[src/rtl/axi_master_bridge_if.sv]
// ---------------------------------------------------------------------------
// axi_master_bridge_if
//   AXI4 bus between the npc core bridge (initiator) and the SDRAM responder.
//   Carries the five AXI channels used by axi_master_bridge:
//     AR : araddr, arlen, arsize, arburst, arvalid / arready
//     R  : rdata, rresp, rlast, rvalid / rready
//     AW : awaddr, awlen, awsize, awburst, awvalid / awready
//     W  : wdata, wstrb, wlast, wvalid / wready
//     B  : bresp, bvalid / bready
//   Modports:
//     master : the bridge side (drives addresses, write data, R/B ready)
//     slave  : the responder side (drives ready, read data, write response)
// ---------------------------------------------------------------------------
interface axi_master_bridge_if #(
  parameter int ADDR_W = 32,
  parameter int DATA_W = 64
);

  // read address channel
  logic [ADDR_W-1:0]   araddr;
  logic [7:0]          arlen;
  logic [2:0]          arsize;
  logic [1:0]          arburst;
  logic                arvalid;
  logic                arready;

  // read data channel
  logic [DATA_W-1:0]   rdata;
  logic [1:0]          rresp;
  logic                rlast;
  logic                rvalid;
  logic                rready;

  // write address channel
  logic [ADDR_W-1:0]   awaddr;
  logic [7:0]          awlen;
  logic [2:0]          awsize;
  logic [1:0]          awburst;
  logic                awvalid;
  logic                awready;

  // write data channel
  logic [DATA_W-1:0]   wdata;
  logic [DATA_W/8-1:0] wstrb;
  logic                wlast;
  logic                wvalid;
  logic                wready;

  // write response channel
  logic [1:0]          bresp;
  logic                bvalid;
  logic                bready;

  modport master (
    output araddr, arlen, arsize, arburst, arvalid,
    input  arready,
    input  rdata, rresp, rlast, rvalid,
    output rready,
    output awaddr, awlen, awsize, awburst, awvalid,
    input  awready,
    output wdata, wstrb, wlast, wvalid,
    input  wready,
    input  bresp, bvalid,
    output bready
  );

  modport slave (
    input  araddr, arlen, arsize, arburst, arvalid,
    output arready,
    output rdata, rresp, rlast, rvalid,
    input  rready,
    input  awaddr, awlen, awsize, awburst, awvalid,
    output awready,
    input  wdata, wstrb, wlast, wvalid,
    output wready,
    output bresp, bvalid,
    input  bready
  );

endinterface

[src/rtl/axi_master_bridge.sv]
// ---------------------------------------------------------------------------
// axi_master_bridge
//   AXI4 initiator for the npc core. One core request (load, store or line
//   refill) becomes a single AXI read (AR+R) or write (AW+W+B) burst toward
//   the SDRAM responder. Only one transaction is ever outstanding.
//   Read beats stream straight back to the core; a write returns a single
//   completion once the write response arrives.
//
// Ports
//   clk, rst_n                 clock, asynchronous active-low reset
//   req_valid/req_ready        core request handshake
//   req_we, req_addr, req_len  direction, DATA_W-aligned start address, beats-1
//   wd_valid/wd_ready          core write-beat handshake
//   wd_data, wd_strb           write beat payload and byte strobes
//   rsp_valid/rsp_ready        response handshake (read beat or write completion)
//   rsp_rdata, rsp_last, rsp_err  response payload
//   axi                        AXI4 master modport (AR, R, AW, W, B channels)
// ---------------------------------------------------------------------------
module axi_master_bridge #(
  parameter int ADDR_W = 32,
  parameter int DATA_W = 64
) (
  input  logic                clk,
  input  logic                rst_n,

  input  logic                req_valid,
  output logic                req_ready,
  input  logic                req_we,
  input  logic [ADDR_W-1:0]   req_addr,
  input  logic [7:0]          req_len,

  input  logic                wd_valid,
  output logic                wd_ready,
  input  logic [DATA_W-1:0]   wd_data,
  input  logic [DATA_W/8-1:0] wd_strb,

  output logic                rsp_valid,
  input  logic                rsp_ready,
  output logic [DATA_W-1:0]   rsp_rdata,
  output logic                rsp_last,
  output logic                rsp_err,

  axi_master_bridge_if.master axi
);

  localparam logic [2:0] S_IDLE = 3'd0;
  localparam logic [2:0] S_AR   = 3'd1;
  localparam logic [2:0] S_R    = 3'd2;
  localparam logic [2:0] S_AW   = 3'd3;
  localparam logic [2:0] S_W    = 3'd4;
  localparam logic [2:0] S_B    = 3'd5;

  // Every beat is a full bus word, so the size field is log2 of the bus bytes.
  localparam logic [2:0] BEAT_SIZE  = 3'($clog2(DATA_W / 8));
  localparam logic [1:0] BURST_INCR = 2'b01;

  logic [2:0]        state;
  logic [2:0]        state_next;
  logic [ADDR_W-1:0] addr_q;
  logic [7:0]        len_q;
  logic [7:0]        wcnt;

  logic req_fire;
  logic ar_fire;
  logic r_fire;
  logic aw_fire;
  logic w_fire;
  logic b_fire;
  logic w_is_last;

  // req_ready is gated by rst_n so the core never sees the bridge as idle
  // while it is still held in reset.
  assign req_ready = (state == S_IDLE) && rst_n;
  assign req_fire  = req_valid && req_ready;

  assign ar_fire   = (state == S_AR) && axi.arready;
  assign r_fire    = (state == S_R)  && axi.rvalid && rsp_ready;
  assign aw_fire   = (state == S_AW) && axi.awready;
  assign w_fire    = (state == S_W)  && wd_valid && axi.wready;
  assign b_fire    = (state == S_B)  && axi.bvalid && rsp_ready;

  // The local beat count only decides wlast on the write side; on reads the
  // responder's rlast is authoritative.
  assign w_is_last = (wcnt == len_q);

  // State register plus the captured request. addr/len stay frozen for the
  // whole burst so the AR/AW payload is stable until its handshake.
  always_ff @(posedge clk or negedge rst_n) begin
    if (!rst_n) begin
      state  <= S_IDLE;
      addr_q <= '0;
      len_q  <= '0;
      wcnt   <= '0;
    end else begin
      state <= state_next;
      if (req_fire) begin
        addr_q <= req_addr;
        len_q  <= req_len;
      end
      if (aw_fire) begin
        wcnt <= '0;
      end else if (w_fire) begin
        wcnt <= wcnt + 8'd1;
      end
    end
  end

  // Next-state decode: each phase advances only on its own channel handshake.
  always_comb begin
    state_next = state;
    case (state)
      S_IDLE: begin
        if (req_fire) begin
          state_next = req_we ? S_AW : S_AR;
        end
      end
      S_AR: begin
        if (ar_fire) begin
          state_next = S_R;
        end
      end
      S_R: begin
        if (r_fire && axi.rlast) begin
          state_next = S_IDLE;
        end
      end
      S_AW: begin
        if (aw_fire) begin
          state_next = S_W;
        end
      end
      S_W: begin
        if (w_fire && w_is_last) begin
          state_next = S_B;
        end
      end
      S_B: begin
        if (b_fire) begin
          state_next = S_IDLE;
        end
      end
      default: begin
        state_next = S_IDLE;
      end
    endcase
  end

  // Address channels: driven purely from state and the captured request, so
  // valid and payload cannot move until the responder accepts them.
  assign axi.arvalid = (state == S_AR);
  assign axi.araddr  = addr_q;
  assign axi.arlen   = len_q;
  assign axi.arsize  = BEAT_SIZE;
  assign axi.arburst = BURST_INCR;

  assign axi.awvalid = (state == S_AW);
  assign axi.awaddr  = addr_q;
  assign axi.awlen   = len_q;
  assign axi.awsize  = BEAT_SIZE;
  assign axi.awburst = BURST_INCR;

  // Write data is a zero-latency pass-through, opened only in the W phase so
  // nothing leaks onto the bus before the AW handshake.
  assign axi.wvalid = (state == S_W) && wd_valid;
  assign axi.wdata  = wd_data;
  assign axi.wstrb  = wd_strb;
  assign axi.wlast  = w_is_last;
  assign wd_ready   = (state == S_W) && axi.wready;

  // The core's response ready is steered to whichever channel is returning.
  assign axi.rready = (state == S_R) && rsp_ready;
  assign axi.bready = (state == S_B) && rsp_ready;

  // Response mux: read beats pass through untouched; a write completion is a
  // single last-flagged beat with zero data. Error responses never abort a
  // burst, they are only flagged on the beat that carried them.
  always_comb begin
    rsp_valid = 1'b0;
    rsp_rdata = '0;
    rsp_last  = 1'b0;
    rsp_err   = 1'b0;
    if (state == S_R) begin
      rsp_valid = axi.rvalid;
      rsp_rdata = axi.rdata;
      rsp_last  = axi.rlast;
      rsp_err   = |axi.rresp;
    end else if (state == S_B) begin
      rsp_valid = axi.bvalid;
      rsp_last  = 1'b1;
      rsp_err   = |axi.bresp;
    end
  end

  // Address valids must hold, with an unchanged payload, until accepted.
  ar_stable: assert property (@(posedge clk) disable iff (!rst_n)
    (axi.arvalid && !axi.arready) |=> (axi.arvalid && $stable(axi.araddr) && $stable(axi.arlen)));

  aw_stable: assert property (@(posedge clk) disable iff (!rst_n)
    (axi.awvalid && !axi.awready) |=> (axi.awvalid && $stable(axi.awaddr) && $stable(axi.awlen)));

endmodule

[src/flat_wrapper.sv]
// flat-port wrapper written by rule: the top's interface ports become plain ports
module axi_master_bridge_flat 
#(
  parameter int ADDR_W = 32,
  parameter int DATA_W = 64
)
  (clk, rst_n, req_valid, req_ready, req_we, req_addr, req_len, wd_valid, wd_ready, wd_data, wd_strb, rsp_valid, rsp_ready, rsp_rdata, rsp_last, rsp_err, axi_araddr, axi_arlen, axi_arsize, axi_arburst, axi_arvalid, axi_arready, axi_rdata, axi_rresp, axi_rlast, axi_rvalid, axi_rready, axi_awaddr, axi_awlen, axi_awsize, axi_awburst, axi_awvalid, axi_awready, axi_wdata, axi_wstrb, axi_wlast, axi_wvalid, axi_wready, axi_bresp, axi_bvalid, axi_bready);
  axi_master_bridge_if #(.ADDR_W(ADDR_W), .DATA_W(DATA_W)) axi_i ();
  input  logic clk;
  input  logic rst_n;
  input  logic req_valid;
  output logic req_ready;
  input  logic req_we;
  input  logic [ADDR_W-1:0] req_addr;
  input  logic [7:0] req_len;
  input  logic wd_valid;
  output logic wd_ready;
  input  logic [DATA_W-1:0] wd_data;
  input  logic [DATA_W/8-1:0] wd_strb;
  output logic rsp_valid;
  input  logic rsp_ready;
  output logic [DATA_W-1:0] rsp_rdata;
  output logic rsp_last;
  output logic rsp_err;
  output wire logic [$bits(axi_i.araddr)-1:0] axi_araddr;
  output wire logic [$bits(axi_i.arlen)-1:0] axi_arlen;
  output wire logic [$bits(axi_i.arsize)-1:0] axi_arsize;
  output wire logic [$bits(axi_i.arburst)-1:0] axi_arburst;
  output wire logic [$bits(axi_i.arvalid)-1:0] axi_arvalid;
  input wire logic [$bits(axi_i.arready)-1:0] axi_arready;
  input wire logic [$bits(axi_i.rdata)-1:0] axi_rdata;
  input wire logic [$bits(axi_i.rresp)-1:0] axi_rresp;
  input wire logic [$bits(axi_i.rlast)-1:0] axi_rlast;
  input wire logic [$bits(axi_i.rvalid)-1:0] axi_rvalid;
  output wire logic [$bits(axi_i.rready)-1:0] axi_rready;
  output wire logic [$bits(axi_i.awaddr)-1:0] axi_awaddr;
  output wire logic [$bits(axi_i.awlen)-1:0] axi_awlen;
  output wire logic [$bits(axi_i.awsize)-1:0] axi_awsize;
  output wire logic [$bits(axi_i.awburst)-1:0] axi_awburst;
  output wire logic [$bits(axi_i.awvalid)-1:0] axi_awvalid;
  input wire logic [$bits(axi_i.awready)-1:0] axi_awready;
  output wire logic [$bits(axi_i.wdata)-1:0] axi_wdata;
  output wire logic [$bits(axi_i.wstrb)-1:0] axi_wstrb;
  output wire logic [$bits(axi_i.wlast)-1:0] axi_wlast;
  output wire logic [$bits(axi_i.wvalid)-1:0] axi_wvalid;
  input wire logic [$bits(axi_i.wready)-1:0] axi_wready;
  input wire logic [$bits(axi_i.bresp)-1:0] axi_bresp;
  input wire logic [$bits(axi_i.bvalid)-1:0] axi_bvalid;
  output wire logic [$bits(axi_i.bready)-1:0] axi_bready;
  assign axi_araddr = axi_i.araddr;
  assign axi_arlen = axi_i.arlen;
  assign axi_arsize = axi_i.arsize;
  assign axi_arburst = axi_i.arburst;
  assign axi_arvalid = axi_i.arvalid;
  assign axi_i.arready = axi_arready;
  assign axi_i.rdata = axi_rdata;
  assign axi_i.rresp = axi_rresp;
  assign axi_i.rlast = axi_rlast;
  assign axi_i.rvalid = axi_rvalid;
  assign axi_rready = axi_i.rready;
  assign axi_awaddr = axi_i.awaddr;
  assign axi_awlen = axi_i.awlen;
  assign axi_awsize = axi_i.awsize;
  assign axi_awburst = axi_i.awburst;
  assign axi_awvalid = axi_i.awvalid;
  assign axi_i.awready = axi_awready;
  assign axi_wdata = axi_i.wdata;
  assign axi_wstrb = axi_i.wstrb;
  assign axi_wlast = axi_i.wlast;
  assign axi_wvalid = axi_i.wvalid;
  assign axi_i.wready = axi_wready;
  assign axi_i.bresp = axi_bresp;
  assign axi_i.bvalid = axi_bvalid;
  assign axi_bready = axi_i.bready;
  axi_master_bridge #(.ADDR_W(ADDR_W), .DATA_W(DATA_W)) u_core (.clk(clk), .rst_n(rst_n), .req_valid(req_valid), .req_ready(req_ready), .req_we(req_we), .req_addr(req_addr), .req_len(req_len), .wd_valid(wd_valid), .wd_ready(wd_ready), .wd_data(wd_data), .wd_strb(wd_strb), .rsp_valid(rsp_valid), .rsp_ready(rsp_ready), .rsp_rdata(rsp_rdata), .rsp_last(rsp_last), .rsp_err(rsp_err), .axi(axi_i));
endmodule
[config.mk]
export PLATFORM = sky130hd
export DESIGN_NAME = axi_master_bridge_flat
export DESIGN_NICKNAME = d
export VERILOG_FILES = /design/src/rtl/axi_master_bridge_if.sv /design/src/rtl/axi_master_bridge.sv /design/src/flat_wrapper.sv
export SDC_FILE = /design/constraint.sdc
export NUM_CORES = 1
export LEC_CHECK = 0
export BUFFER_PORTS_ARGS = -buffer_cell sky130_fd_sc_hd__clkbuf_2
export CAP_MARGIN = 20
export CORE_AREA = 2 2 167 169
export CTS_BUF_LIST = sky130_fd_sc_hd__clkbuf_4 sky130_fd_sc_hd__clkbuf_8 sky130_fd_sc_hd__clkbuf_16
export DETAILED_ROUTE_END_ITERATION = 8
export DIE_AREA = 0 0 169 171
export GPL_TIMING_DRIVEN = 0
export SKIP_CTS_REPAIR_TIMING = 1
export SLEW_MARGIN = 20
export SYNTH_ARGS = -nofsm -noshare
export SYNTH_HDL_FRONTEND = slang
export SYNTH_SLANG_ARGS = --single-unit
[constraint.sdc]
create_clock -name clk -period 2.3 [get_ports clk]
set_input_delay 0 -clock clk [delete_from_list [all_inputs] [get_ports clk]]
set_output_delay 0 -clock clk [all_outputs]
set_load 0.02 [all_outputs]
==> metrics.csv <==
stage;metric;value;unit
routing;routed len/inst;16.6;um
yosys;post-synthesis sequential area ratio;0.342;
critical_path;critical-path cell list;dlygate4sd3_1 -> clkbuf_4 -> buf_16 -> nand3b_4 -> nor4_4 -> buf_6 -> mux2_2;
placed_design;post-place setup slack;0.00279;ns
clocking;Clock Pin Slew Worst Setup and Hold Paths;0.07;ns
timing;Final Hold Slack;0.0301;ns
clocking;Clock Path Buffers;2;
cells_and_area;share of layout cells above drive strength 1;0.676;
global_route;initial antenna violation count;3;
floorplan;num ports;429;
routing;initial DRC count;74;
run;# Max-Cap Violations;0;
clocking;Skew-Pair Late Insertion Delay;0.29;ns
routing;DRC errors left;0;
routing;vias per cell;3.57;
floorplan;die area;28900;um2
routing;DRT antenna net count;0;
yosys;largest cells by area after synthesis;dfrtp_1, buf_4, and2_1;
cells_and_area;Layout Nets;968;
global_route;GRT Overall Usage;0.114;
critical_path;Req. time, crit path;2.48;ns
timing;RSZ-0062 raised after global routing;false;
cells_and_area;fill cell count;2991;
clocking;H-tree Lvls;2;
global_route;vias in the first global route;3582;
timing;Slew headroom;0.597;
yosys;Mapped Area;3730;um2
placed_design;Port Buf Inserts;346;
status;run status;finished clean;
yosys;Synth Flop Type;dfrtp_1;
routing;detailed-router iteration count before antenna repair;4;
global_route;largest net degree at the start of global routing;44;
timing;min Tclk post-route;2.08;ns
critical_path;critical path fanouts, max;43;
floorplan;Placeable Area;27300;um2
critical_path;type of origin of the critical path;input pin;
critical_path;CP max stage cell;dlygate4sd3_1;
timing;Max Clk Rate;480;MHz
floorplan;Chip Height;171;um
critical_path;critical path class;in -> reg;
yosys;Async S/R FF share, synth;1.00;
yosys;count leader, synth;buf_4;
power_and_ir_drop;Leakage;3.58;nW
yosys;Avg Inst Size Synth;10.0;um2
yosys;Syn Inst Count;372;
floorplan;num rows;61;
critical_path;slowest stage delay, CP;0.52;ns
timing;setup TNS;0;ns
global_route;global-route wire length before repair;23.9;mm
cells_and_area;area growth from synthesis to layout;75.4;%
yosys;most instantiated cells after synthesis;buf_4, and2_1, dfrtp_1, mux2_2, nor2_1;
floorplan;Initial Util;0.136;
yosys;Synthesis Warnings;0;
critical_path;crit end category;register;
timing;worst-margin pin slew;0.599;ns
power_and_ir_drop;Worst IR Drop VDD;0.765;mV
timing;final hold violations;0;
yosys;top-area cell type share of the netlist area;0.342;
global_route;Overflow after GRT;0;
floorplan;Die Span X;169;um
cells_and_area;Final Non-Filler Cells;1123;
power_and_ir_drop;PwrDens;1200;nW/um2
placed_design;hpwl dp;15.9;mm
routing;drt total wl;18.6;mm
timing;Pins Over Slew Limit;0;
yosys;Netlist cell types;40;
yosys;Post-synth EDFFs;0;
clocking;CTS tree;done;
timing;Final Skew;0.00280;ns
timing;period utilization;0.905;
yosys;Yosys top cell by area;dfrtp_1;
critical_path;Arrival @ worst endpoint;2.26;ns
clocking;Root Buffer;clkbuf_16;
placed_design;GP Congestion;0.842;
clocking;total CTS buffers;5;
timing;final setup vio count;0;
clocking;CTS sink count;51;
cells_and_area;Final Instance Area;6540;um2
timing;setup ws final;0.219;ns
hold_path;Hold Crit Class;in -> reg;
placed_design;DP Cell Count;1073;
routing;via count;4009;
yosys;Seq cells post-synth;51;
placed_design;Area after DPL;5950;um2
==> metal layers <==
metal	track usage	part of all wire	vias up
li1	-	-	1886
met1	0.132	0.38	1863
met2	0.203	0.51	241
met3	0.0416	0.099	15
met4	0.0245	0.013	4
met5	0	0.0017	-
==> placed cells by master (no fill, tap or decap), types with 2 or more instances in the layout <==
| cell type | count |
|---|---|
| and3_1 | 2 |
| and2_1 | 68 |
| o21ai_0 | 4 |
| nor3b_4 | 2 |
| nor2_1 | 12 |
| xnor2_1 | 9 |
| clkbuf_2 | 346 |
| nand2_1 | 8 |
| xor2_1 | 2 |
| mux2i_1 | 5 |
| nand4_1 | 5 |
| clkbuf_16 | 5 |
| dfrtp_1 | 51 |
| mux2_1 | 12 |
| buf_6 | 6 |
| nand3_1 | 3 |
| mux2_2 | 28 |
| dlygate4sd3_1 | 41 |
| diode_2 | 2 |
| clkbuf_4 | 2 |
| buf_4 | 123 |
| clkbuf_1 | 6 |
| and2_2 | 2 |
| conb_1 | 10 |
==> sequential cells by signal, indices dropped and copies added (netlist names) <==
register,cells
u_core.axi.araddr,32
u_core.state,3
u_core.wcnt,8
u_core.axi.arlen,8
==> per-stage QoR <==
step	power [mW]	utilization
after CTS	7.89	0.224
final	7.85	0.239
after detailed placement	6.99	0.218
after floorplan	5.12	-
after global routing	8.37	0.239
after global placement	6.94	0.217
==> path summary, 6_finish.rpt <==
check,from,end,cells after the start,slack [ns]
worst max-delay path,rst_n,u_core.axi.arlen[0]$_DFFE_PN0P_,7,0.22
min in group asynchronous,rst_n,u_core.axi.araddr[17]$_DFFE_PN0P_,2,0.12
max in group asynchronous,rst_n,u_core.axi.araddr[7]$_DFFE_PN0P_,3,1.70
worst min-delay path,req_we,u_core.state[1]$_DFFE_PN0P_,3,0.03
worst max register to register,u_core.state[0]$_DFFE_PN0P_,u_core.axi.arlen[0]$_DFFE_PN0P_,4,0.37
worst min register to register,u_core.wcnt[5]$_DFFE_PN0P_,u_core.wcnt[5]$_DFFE_PN0P_,1,0.52
==> area by class of cell <==
cell class	count	area [um2]	area share
Tap cell	346	433	0.0662
Clock buffer	6	133	0.0203
Antenna cell	2	5.00	0.000765
Multi-Input combinational cell	191	1460	0.224
Sequential cell	51	1280	0.195
Inverter	1	3.75	0.000574
Timing Repair Buffer	388	2170	0.332
Clock inverter	1	30.0	0.00459
Buffer	137	1020	0.157
==> worst max-delay path, delay by kind of cell <==
family | cells | cell delay, ns
AND/OR/NAND/NOR | 2 | 0.57
multiplexers | 1 | 0.35
buffers and inverters | 4 | 1.30
==> logic make-up (layout without fill, tap and decap cells) <==
group                    count (synthesis)  after routing  share of synthesized area
flip-flops                              51             51                      0.342
multiplexers                            45             45                      0.134
AO/OA/AOI/OAI                           13             13                     0.0262
XOR/XNOR                                11             11                     0.0258
buffers and inverters                  138            533                      0.275
other                                    2             12                    0.00201
AND/OR/NAND/NOR                        111            111                      0.191
adder cells (fa/ha/maj)                  1              1                    0.00336
==> report_power, final <==
part	total, mW	internal (mW)	switching [mW]
combinational	5.26	2.21	3.05
sequential	1.74	1.30	0.436
clock	0.848	0.520	0.328
total	7.85	4.03	3.82
(Power assumes the default switching activity.)
